## src/rtl/usb_ep_arbiter.sv

```systemverilog
// usb_ep_arbiter: shares the usb core transaction port between NUM_EP endpoint handlers.
// Define USB_EP_NAK_COUNT_EN to add the saturating nak_count output.
module usb_ep_arbiter #(
    parameter int NUM_EP = 4
) (
    input  logic                  clk,
    input  logic                  rst,
    input  logic                  usb_rst,
    input  logic                  transaction_active,
    input  logic [3:0]            endpoint,
    input  logic                  direction_in,
    input  logic                  setup,
    input  logic                  success,
    input  logic                  data_strobe,
    input  logic [7:0]            data_out,
    output logic [1:0]            handshake,
    output logic                  data_toggle,
    output logic [7:0]            data_in,
    output logic                  data_in_valid,
    input  logic [8*NUM_EP-1:0]   ep_in_data,
    input  logic [NUM_EP-1:0]     ep_in_valid,
    input  logic [NUM_EP-1:0]     ep_in_avail,
    input  logic [NUM_EP-1:0]     ep_out_ready,
    input  logic [NUM_EP-1:0]     ep_stall,
    input  logic [NUM_EP-1:0]     ep_toggle_clr,
    output logic [NUM_EP-1:0]     ep_in_strobe,
    output logic [NUM_EP-1:0]     ep_out_strobe,
    output logic [7:0]            ep_out_data,
    output logic [NUM_EP-1:0]     ep_setup,
    output logic [NUM_EP-1:0]     ep_done,
    output logic [NUM_EP-1:0]     ep_active
`ifdef USB_EP_NAK_COUNT_EN
    ,output logic [15:0]          nak_count
`endif
);
    typedef enum logic [1:0] {IDLE, SELECT, ACTIVE} state_t;
    state_t state;
    logic ta_q, dir_q, act, ack, fire, tog_sel;
    logic [1:0] hs_sel;
    logic [NUM_EP-1:0] toggle, toggle_sel, toggle_nxt, oh;
    // oh is all-zero for an out-of-range endpoint, which makes every per-ep path inert
    always_comb begin
        oh = '0;
        for (int i = 0; i < NUM_EP; i++) oh[i] = endpoint == 4'(i);
        hs_sel = ~|oh ? 2'b11 :
                 setup ? 2'b00 :
                 |(oh & ep_stall) ? 2'b11 :
                 direction_in ? (|(oh & ep_in_avail) ? 2'b00 : 2'b10) :
                 (|(oh & ep_out_ready) ? 2'b00 : 2'b10);
        tog_sel = !setup && |(oh & toggle);
    end
    assign act = state == ACTIVE;
    assign ack = handshake == 2'b00;
    assign fire = act && success && ack;
    assign toggle_sel = (state == SELECT && setup) ? toggle & ~oh : toggle;
    assign toggle_nxt = (fire ? toggle_sel ^ ep_active : toggle_sel) & ~ep_toggle_clr;
    assign ep_in_strobe = {NUM_EP{data_strobe && act && dir_q && ack}} & ep_active;
    assign ep_out_strobe = {NUM_EP{data_strobe && act && !dir_q && ack}} & ep_active;
    assign ep_out_data = data_out;
    always_comb begin
        data_in = '0;
        for (int i = 0; i < NUM_EP; i++) data_in = ep_active[i] ? ep_in_data[8*i +: 8] : data_in;
        data_in_valid = act && dir_q && ack && |(ep_active & ep_in_valid);
    end
    always_ff @(posedge clk) begin
        ta_q <= transaction_active;
        if (!rst || usb_rst) begin
            state       <= IDLE;
            dir_q       <= 1'b0;
            toggle      <= '0;
            handshake   <= 2'b01;
            data_toggle <= 1'b0;
            ep_active   <= '0;
            ep_setup    <= '0;
            ep_done     <= '0;
`ifdef USB_EP_NAK_COUNT_EN
            nak_count   <= '0;
`endif
        end else begin
            toggle   <= toggle_nxt;
            ep_setup <= '0;
            ep_done  <= fire ? ep_active : '0;
            case (state)
                IDLE: if (transaction_active && !ta_q) state <= SELECT;
                SELECT: begin
                    dir_q       <= direction_in;
                    handshake   <= hs_sel;
                    data_toggle <= tog_sel;
                    ep_active   <= oh;
                    ep_setup    <= setup ? oh : '0;
                    state       <= ACTIVE;
`ifdef USB_EP_NAK_COUNT_EN
                    if (hs_sel == 2'b10 && nak_count != 16'hFFFF) nak_count <= nak_count + 16'd1;
`endif
                end
                ACTIVE: if (!transaction_active) begin
                    handshake <= 2'b01;
                    ep_active <= '0;
                    state     <= IDLE;
                end
                default: state <= IDLE;
            endcase
        end
    end
endmodule

```

## config.mk

```make
export PLATFORM = sky130hd
export DESIGN_NAME = usb_ep_arbiter
export DESIGN_NICKNAME = d
export VERILOG_FILES = /design/src/rtl/usb_ep_arbiter.sv
export SDC_FILE = /design/constraint.sdc
export NUM_CORES = 1
export LEC_CHECK = 0
export CAP_MARGIN = 10
export CORE_ASPECT_RATIO = 1.75
export CORE_MARGIN = 2
export CORE_UTILIZATION = 34
export CTS_CLUSTER_DIAMETER = 100
export DETAILED_ROUTE_END_ITERATION = 7
export GPL_TIMING_DRIVEN = 1
export PLACE_DENSITY = 0.83
export SLEW_MARGIN = 5
export SYNTH_ARGS = -nofsm -noshare
export SYNTH_HDL_FRONTEND = slang
export SYNTH_SLANG_ARGS = --single-unit
```

## constraint.sdc

```tcl
create_clock -name clk -period 1.9 [get_ports clk]
set_clock_uncertainty 0.05 [all_clocks]
set_input_delay 0.475 -clock clk [delete_from_list [all_inputs] [get_ports clk]]
set_output_delay 0.475 -clock clk [all_outputs]
set_load 0.01 [all_outputs]
```

==> summary.txt, run 1 <==
Timing
  – RSZ-0062 raised after global routing: yes
  – Final setup vio count: 11
  – Post-route minimum period: between 2 and 2.5 ns
  – Actual slew at the worst max-slew pin: 0.369 ns
  – Setup ws final: -0.156 ns
  – Final Cycle Share: 1.08
  – Slew headroom: 0.750
  – Fin. Hold Viols: 0
  – Fmax: slightly below 500 MHz
  – Fin. max-slew vios: 0

Layout
  – NumNets Final: between 300 and 400
  – Final core area utilization: 0.644
  – Area grow syn2layout: 84.9%
  – Fin cells: 336
  – Layout cells sized above 1: 0.305
  – Post-route cell area: 0.00278 mm²
  – Fillers: between 300 and 400
  – ANT cells: 0

Flow run
  – Max-Cap Viols: 0

CTS
  – Root Driver: clkbuf_8
  – H-tree depth: 1
  – Clock Pin Slew Worst Setup and Hold Paths: around 0.080 ns
  – CTS tree: yes
  – Skew-Pair Late Insertion Delay: roughly 0.27 ns
  – CTS sink cnt: 23
  – Clock Path Buffers: 2
  – Total CTS buffers: 3

Logic synthesis
  – Post-synth EDFFs: 0
  – Async SR Flop Fraction: 0
  – Primary FF master, synth: dfxtp_1
  – Mapped Area: approximately 0.0015 mm²
  – Post-Syn Instances: roughly 180
  – Flops & latches, synth: 23
  – Post-synthesis sequential area ratio: 0.306
  – Mapped Avg Cell Area: 8.55 µm²
  – Yosys warnings: 0
  – Synth cell types: 42
  – Post-Syn Nets: around 250

Routing
  – DR DRC count: 0
  – Routed wire length: around 4.7 mm
  – DRT antenna net count: 0
  – Wirelength per Cell: about 14 µm
  – Pre-antenna DRT Iters: 4
  – Vias per cell: 5.09
  – Vias post-DR: approximately 1700
  – 1st-iter DRT viols: 28

Placed design
  – Final Wtd Congestion: ~0.9
  – I/O Buffers: 95
  – Area after DPL: ~0.0026 mm²
  – Placed cells: 331
  – Dpl hpwl: between 3 and 4 mm

Global route
  – Gr usage total: 0.194
  – Initial antenna violation count: 0
  – Vias in the first global route: about 1700
  – GRT overflow: 0
  – First-pass GRT wire length: 7.22 mm
  – Pin count of the biggest net entering global routing: 21

Die
  – Starting Density: 0.348
  – Die area: 0.00500 mm²
  – # IOs: between 100 and 150
  – Overall die height: ~92 µm
  – Row count: 32
  – Core box area: 0.00432 mm²
  – Die X: approximately 54 µm

Critical path
  – Worst R2R Setup Slack: 0.33 ns
  – Max stage delay cell, worst path: dfxtp_2
  – Startpoint Class: register
  – WS Path Type: reg -> out
  – Worst-path cell chain: inv_2 > ha_4 > nor3b_4 > buf_6 > and3_4 > and2_1 > buf_2
  – CP max stage delay: approximately 0.33 ns
  – Worst setup EP type: primary output
  – Crit path max fanout: 4
  – RR Endpoint: handshake[1]
  – R2R cell count: 7
  – Worst Path Arrival: approximately 1.5 ns
  – Reg2Reg Launch Point: state[0]
  – CP required: 1.37 ns

Hold path
  – Min-Delay Endpoint: data_toggle
  – Hold Path Class: reg -> reg
  – Worst Hold Depth: 2
  – Hold Crit Start: data_toggle

Status
  – Failing checks: setup timing
  – Run status: complete, but fails checks

Power and ir drop
  – Tot Pwr: around 1 mW
  – PD cells: approximately 360 mW/mm²
  – Leakage power: roughly 1.2 nW
  – Worst IR Drop VDD: 0.384 mV
-- layout make-up --
cell class,instances,area [µm²],share of cell area
inverter,3,11.3,0.00405
timing repair buffer,123,1150,0.414
clock inverter,1,7.51,0.00270
multi-input combinational,132,1040,0.373
tap,51,63.8,0.0229
sequential,23,468,0.168
clock buffer,3,41.3,0.0148
-- sequential cells by signal (all words and copies together), names as in the netlist --
signal / flops
dir_q: 1
ep_setup: 4
ta_q: 1
data_toggle: 1
ep_done: 4
toggle: 4
handshake: 2
state: 2
ep_active: 4
-- worst max-delay path by stage --
| stage | start | to | slack (ns) | cells after the start |
|---|---|---|---|---|
| 2_1_floorplan | state[0] | ep_out_strobe[0] | 0.09 | 6 |
| 3_3_place_gp | ep_in_data[8] | data_in[0] | -0.49 | 4 |
| 3_5_place_dp | ep_in_data[8] | data_in[0] | -0.52 | 4 |
| 4_1_cts | state[0] | ep_in_strobe[1] | -0.17 | 7 |
| 5_1_grt | state[0] | ep_out_strobe[1] | -0.26 | 8 |
| 6_report | state[0] | ep_in_strobe[1] | -0.16 | 7 |
-- Yosys cell counts, types with 2 or more instances --
| library cell | n | area, µm² |
|---|---|---|
| mux2i_1 | 2 | 20.0 |
| nor2_1 | 18 | 67.6 |
| nor3_1 | 2 | 10.0 |
| dfxtp_1 | 23 | 460 |
| nand2_1 | 17 | 63.8 |
| buf_4 | 8 | 60.1 |
| nand2b_1 | 5 | 31.3 |
| nor2b_1 | 11 | 68.8 |
| xnor2_1 | 4 | 35.0 |
| o31ai_1 | 8 | 60.1 |
| buf_6 | 2 | 22.5 |
| mux4_2 | 3 | 67.6 |
| inv_1 | 3 | 11.3 |
| a221oi_1 | 9 | 78.8 |
| a22oi_1 | 5 | 37.5 |
| a21oi_1 | 5 | 25.0 |
| ha_1 | 4 | 50.1 |
| nor3_2 | 3 | 30.0 |
| and2_1 | 12 | 75.1 |
| clkbuf_1 | 8 | 30.0 |
| o21ai_1 | 3 | 15.0 |
-- routing by layer --
| metal | GRT usage | vias to the layer above | wire length [µm] |
|---|---|---|---|
| met5 | 0 | - | 0 |
| met4 | 0.0854 | 0 | 141 |
| met3 | 0.0261 | 13 | 411 |
| met2 | 0.379 | 81 | 2580 |
| met1 | 0.179 | 771 | 1620 |
| li1 | - | 845 | - |
-- through the flow --
| step | hold WS, ns | setup WS [ns] | setup TNS, ns |
|---|---|---|---|
| after floorplan | 0.437 | 0.0868 | 0 |
| after global placement | 0.432 | -0.492 | -8.81 |
| after detailed placement | 0.434 | -0.517 | -9.65 |
| after CTS | 0.446 | -0.171 | -1.72 |
| after global routing | 0.458 | -0.257 | -2.72 |
| final | 0.454 | -0.156 | -1.36 |
-- cell usage in the layout, fill, tap and decap left out, types with 2 or more instances in the layout --
cell type        synthesis  layout
buf_4                    8      22
and2_1                  12       8
o21ai_1                  3       3
a21oi_1                  5       4
nand2b_1                 5       5
dlymetal6s2s_1           0       9
a22oi_1                  5       5
nor2b_1                 11      10
nand2_1                 17      15
and2_4                   0       4
inv_1                    3       2
buf_2                    0      12
buf_6                    2       8
mux2i_1                  2       2
mux4_2                   3       3
a221oi_2                 0       8
clkdlybuf4s50_1          0      57
clkbuf_8                 0       3
nor3_2                   3       3
dfxtp_1                 23      17
nor3_1                   2       2
dfxtp_2                  0       6
o31ai_1                  8       7
nor2_1                  18      17
xnor2_1                  4       4
dlygate4sd2_1            0      13
buf_12                   0       2
nand2_2                  0       2
ha_1                     4       3
-- cells by family after synthesis --
logic type      share of synthesized area
xor+xnor                           0.0233
buf+inv                            0.0823
compound gates                      0.173
simple gates                        0.317
fa+ha+maj                          0.0333
flops                               0.306
mux                                0.0657
-- critical path, delay by kind of cell (launching register included) --
family / cells / cell delay (ns)
adders and majority gates: 1 / 0.13
DFF: 1 / 0.33
and+or+nand+nor: 3 / 0.50
buffers and inverters: 3 / 0.31
-- power by group --
group	leakage (nW)	total [mW]	switching [mW]	internal (mW)
Combinational	0.955	0.219	0.0701	0.149
Clock	0.0217	0.308	0.159	0.148
Sequential	0.189	0.487	0.00218	0.485
-- timing repair --
action,in CTS,in global routing
endpoints found under the hold margin,0,0
setup buffers,1,0
hold buffers,0,0
endpoints found under the setup margin,18,24
gates resized for setup,103,25
gates cloned,0,0
pin swaps,18,10
Note: power is estimated with default switching activity, not from simulation.
==> inputs of run 2 (changes only) <==
--- a/config.mk
+++ b/config.mk
@@ -13,6 +13,7 @@
 export DETAILED_ROUTE_END_ITERATION = 7
 export GPL_TIMING_DRIVEN = 1
 export PLACE_DENSITY = 0.83
+export REMOVE_ABC_BUFFERS = 1
 export SLEW_MARGIN = 5
 export SYNTH_ARGS = -nofsm -noshare
 export SYNTH_HDL_FRONTEND = slang
==> summary.txt, run 2 (synthesis results as in run 1) <==
Routing
  – Wirelength per Cell: 14.3 µm
  – DRT antenna net count: 0
  – Routed wire length: 4.84 mm
  – DR DRC count: 0
  – Vias per cell: 5.12
  – Vias post-DR: 1736
  – Pre-antenna DRT Iters: 4
  – 1st-iter DRT viols: 8

Layout
  – Commonest non-fill, non-tap cell in the layout: clkdlybuf4s50_1
  – Area grow syn2layout: 84.2%
  – Fin cells: roughly 340
  – Layout cells sized above 1: 0.302
  – ANT cells: 0
  – NumNets Final: 365
  – Final core area utilization: 0.641
  – Commonest cells after routing, fill and taps aside: clkdlybuf4s50_1, buf_4, dfxtp_1

Power and ir drop
  – PD cells: approximately 360 mW/mm²
  – Tot Pwr: roughly 1.0 mW
  – Sw Share: 0.231
  – Clock Power Share: 0.306
  – Leakage power: 1.19 nW
  – Worst IR Drop VDD: between 0.4 and 0.5 mV
  – P_sw: 0.233 mW
  – Pint: between 0.7 and 0.8 mW
  – Part of the power in registers: 0.481
  – Comb power frac: 0.213

CTS
  – Hold buffer count at CTS: 0
  – CTS tree: yes
  – Total CTS buffers: 3
  – Clock Pin Slew Worst Setup and Hold Paths: around 0.080 ns
  – Skew-Pair Late Insertion Delay: approximately 0.26 ns
  – Clock Path Buffers: 2
  – H-tree depth: 1
  – CTS sink cnt: 23
  – Root Driver: clkbuf_8

Critical path
  – Worst Path Arrival: about 1.5 ns
  – Crit path max fanout: 4
  – Worst setup EP type: primary output
  – WS Path Type: reg -> out
  – Startpoint Class: register
  – CP required: about 1.4 ns

Status
  – Failing checks: setup timing
  – Run status: complete, but fails checks

Global route
  – First-pass GRT wire length: 7.33 mm
  – Gr usage total: 0.194
  – Pin count of the biggest net entering global routing: 21
  – Vias in the first global route: approximately 1800
  – Initial antenna violation count: 0
  – GRT overflow: 0

Placed design
  – Final Wtd Congestion: 0.861
  – Dpl hpwl: between 3 and 4 mm
  – Placed cells: 330
  – I/O Buffers: 95

Timing
  – Final setup vio count: 10
  – Fin. Hold Viols: 0
  – Fin. max-slew vios: 0
  – Actual slew at the worst max-slew pin: between 0.2 and 0.3 ns
  – Setup ws final: -0.0861 ns
  – Fmax: 504 MHz
  – Final Cycle Share: 1.05
  – Slew headroom: 0.826
  – Hold Slack: approximately 0.42 ns
  – Post-route minimum period: just under 2 ns
  – RSZ-0062 raised after global routing: yes
  – Fin Setup TNS: -0.602 ns

Flow run
  – Max-Cap Viols: 0

Hold path
  – Hold Path Class: reg -> reg

Die
  – Core box area: 0.00432 mm²
  – # IOs: about 110
  – Die area: 0.00500 mm²
  – Starting Density: 0.348
  – Overall die height: approximately 92 µm
  – Die X: about 54 µm
  – Row count: 32
==> run 2: area by class of cell <==
cell class	count	area, µm²
Clock buffer	3	41.3
Clock inverter	1	7.51
Fill cell	380	1550
Inverter	3	11.3
Multi-Input combinational cell	132	1040
Sequential cell	23	468
Tap cell	51	63.8
Timing Repair Buffer	126	1140
==> run 2: metrics by stage <==
| stage | instance area, µm² | worst slack (ns) |
|---|---|---|
| floorplan | 1390 | 0.0821 |
| global placement | 2620 | -0.490 |
| detailed placement | 2620 | -0.494 |
| CTS | 2700 | -0.0887 |
| global route | 2770 | -0.201 |
| finish | 2770 | -0.0861 |
==> run 2: power by group through the flow <==
stage | registers (mW) | clock network (mW) | logic, mW
2_1_floorplan | 0.498 | 0 | 0.0452
3_3_place_gp | 0.497 | 0 | 0.216
3_5_place_dp | 0.498 | 0 | 0.220
4_1_cts | 0.486 | 0.311 | 0.217
5_1_grt | 0.486 | 0.335 | 0.232
6_report | 0.485 | 0.309 | 0.214
==> run 2: timing repair <==
action,in CTS,in global routing
pin swaps,19,10
endpoints found under the setup margin,22,19
resized for setup,109,20
setup buffers,4,1
cloned,0,0
==> run 2: critical path, stage by stage, from the launching register on <==
cell and delay (ns):
dfxtp_2 0.33, inv_2 0.07, ha_4 0.13, nor3b_4 0.21
and3_4 0.23, and2_1 0.12, buf_2 0.13
==> run 2: final timing paths <==
check,slack [ns],start,to,cells past startpoint
worst min register to register,0.42,data_toggle,data_toggle,2
worst max-delay path,-0.09,state[0],ep_in_strobe[2],6
worst max register to register,0.22,state[0],handshake[1],7
worst min-delay path,0.42,data_toggle,data_toggle,2
==> run 2: layer usage <==
| layer | share of wire | up-vias | track usage |
|---|---|---|---|
| met5 | 0 | - | 0 |
| met4 | 0.031 | 0 | 0.0979 |
| met3 | 0.093 | 14 | 0.0423 |
| met2 | 0.55 | 97 | 0.377 |
| met1 | 0.32 | 780 | 0.166 |
| li1 | - | 845 | - |
==> inputs of run 3 (changes only) <==
--- a/config.mk
+++ b/config.mk
@@ -14,6 +14,7 @@
 export GPL_TIMING_DRIVEN = 1
 export PLACE_DENSITY = 0.83
 export REMOVE_ABC_BUFFERS = 1
+export SKIP_CTS_REPAIR_TIMING = 1
 export SLEW_MARGIN = 5
 export SYNTH_ARGS = -nofsm -noshare
 export SYNTH_HDL_FRONTEND = slang
==> constraint.sdc (replaced) <==
create_clock -name clk -period 2 [get_ports clk]
set_clock_uncertainty 0.05 [all_clocks]
set_input_delay 0.5 -clock clk [delete_from_list [all_inputs] [get_ports clk]]
set_output_delay 0.5 -clock clk [all_outputs]
set_load 0.01 [all_outputs]
==> summary.txt, run 3 (synthesis results as in run 1) <==
Status
  – Run status: complete, but fails checks
  – Failing checks: setup timing

Hold path
  – Min-Delay Endpoint: data_toggle
  – Hold Crit Start: data_toggle
  – Worst Hold Depth: 2
  – Hold Path Class: reg -> reg

Timing
  – Post-route minimum period: between 2 and 2.5 ns
  – Actual slew at the worst max-slew pin: 0.333 ns
  – Setup ws final: -0.139 ns
  – Fin. Hold Viols: 0
  – Slew headroom: 0.777
  – Fmax: roughly 470 MHz
  – RSZ-0062 raised after global routing: yes
  – Fin Setup TNS: -0.740 ns
  – Final Cycle Share: 1.07
  – Fin. max-slew vios: 0
  – Final setup vio count: 9
  – Hold Slack: about 0.45 ns

Routing
  – Routed wire length: just over 5 mm
  – 1st-iter DRT viols: 21
  – DR DRC count: 0
  – DRT antenna net count: 0
  – Vias post-DR: 1764
  – Vias per cell: around 5.2
  – Wirelength per Cell: around 15 µm
  – Pre-antenna DRT Iters: 4

CTS
  – Skew-Pair Late Insertion Delay: about 0.26 ns
  – Clock Path Buffers: 2
  – CTS sink cnt: 23
  – H-tree depth: 1
  – Root Driver: clkbuf_8
  – Clock Pin Slew Worst Setup and Hold Paths: around 0.080 ns
  – Total CTS buffers: 3
  – CTS tree: yes

Placed design
  – Worst slack, placed: -0.452 ns
  – Dpl hpwl: around 3.8 mm
  – Placed cells: 327
  – I/O Buffers: 95
  – Final Wtd Congestion: roughly 0.88

Critical path
  – CP required: about 1.5 ns
  – Worst R2R Setup Slack: 0.31 ns
  – R2R cell count: 7
  – Reg2Reg Launch Point: state[0]
  – Worst setup EP type: primary output
  – Max stage delay cell, worst path: dfxtp_2
  – Crit path max fanout: 4
  – Startpoint Class: register
  – Worst Path Arrival: 1.59 ns
  – CP max stage delay: between 0.3 and 0.4 ns
  – WS Path Type: reg -> out
  – Worst-path cell chain: inv_2 > ha_4 > nor3b_4 > buf_6 > nand2_4 > nor2_4 > and2_1 > buf_2
  – RR Endpoint: handshake[1]

Layout
  – Fin cells: roughly 340
  – Multi-input combinational cell area: 0.00105 mm²
  – NumNets Final: around 370
  – Commonest cells after routing, fill and taps aside: clkdlybuf4s50_1, buf_4, dfxtp_1
  – Area grow syn2layout: 89.0%
  – Reg area: 469 µm²
  – Fillers: approximately 360
  – Commonest non-fill, non-tap cell in the layout: clkdlybuf4s50_1
  – Layout cells sized above 1: 0.317
  – Final core area utilization: 0.658
  – ANT cells: 0

Flow run
  – Max-Cap Viols: 0

Power and ir drop
  – Leakage power: approximately 1.2 nW
  – Worst IR Drop VDD: ~0.34 mV
  – PD cells: approximately 340 mW/mm²

Die
  – Core box area: between 0.004 and 0.005 mm²
  – # IOs: 112
  – Die X: approximately 54 µm
  – Row count: 32
  – Overall die height: between 90 and 100 µm
  – Die area: around 0.0050 mm²
  – Starting Density: 0.348

Global route
  – Vias in the first global route: 1706
  – Initial antenna violation count: 0
  – First-pass GRT wire length: slightly above 7 mm
  – Pin count of the biggest net entering global routing: 21
  – GRT overflow: 0
  – Gr usage total: 0.189
-- run 3: cell types whose count changed in the layout (fill, tap and decap cells not counted), moves of 2 or more --
cell,change
and2_1,-2
and2_4,+2
buf_2,-4
buf_6,+2
clkdlybuf4s50_1,+11
dlygate4sd2_1,-13
dlymetal6s2s_1,+3
nor2_2,-2
-- run 3: worst max-delay path by stage --
stage	slack, ns	startpoint	end	depth (start not counted)
finish	-0.14	state[0]	ep_out_strobe[1]	8
global route	-0.23	state[0]	ep_out_strobe[1]	8
CTS	-0.63	state[0]	ep_out_strobe[2]	7
detailed placement	-0.45	ep_in_data[11]	data_in[3]	4
global placement	-0.45	ep_in_data[11]	data_in[3]	4
floorplan	0.16	ep_active[0]	data_in[0]	3
-- run 3: stage by stage --
step / total power, mW / instance area [µm²]
after floorplan: 0.517 / 1390
after global placement: 0.675 / 2590
after detailed placement: 0.679 / 2590
after CTS: 0.964 / 2640
after global routing: 1.01 / 2850
final: 0.961 / 2850
-- run 3: final cells by class --
cell class / count / area share
repair buffers: 128 / 0.423
flip-flops and latches: 23 / 0.165
inverters: 3 / 0.00396
well taps: 51 / 0.0224
clock buffers: 3 / 0.0145
clock inverters: 1 / 0.00264
multi-input cells: 132 / 0.368
-- run 3: worst max-delay path, delay by kind of cell, from the launching register on --
family,cells,cell delay (ns)
buffers and inverters,3,0.33
flip-flops,1,0.33
adder cells (fa/ha/maj),1,0.13
AND/OR/NAND/NOR,4,0.54
-- run 3: metal layers --
layer | GRT usage | wire [µm] | vias up
met5 | 0 | 0 | -
met4 | 0.0688 | 56 | 0
met3 | 0.0423 | 467 | 4
met2 | 0.373 | 3030 | 91
met1 | 0.166 | 1630 | 818
li1 | - | - | 851
-- run 3: power breakdown --
group / internal (mW) / total, mW / switching [mW]
sequential: 0.459 / 0.461 / 0.00212
clock: 0.141 / 0.290 / 0.149
combinational: 0.144 / 0.210 / 0.0663
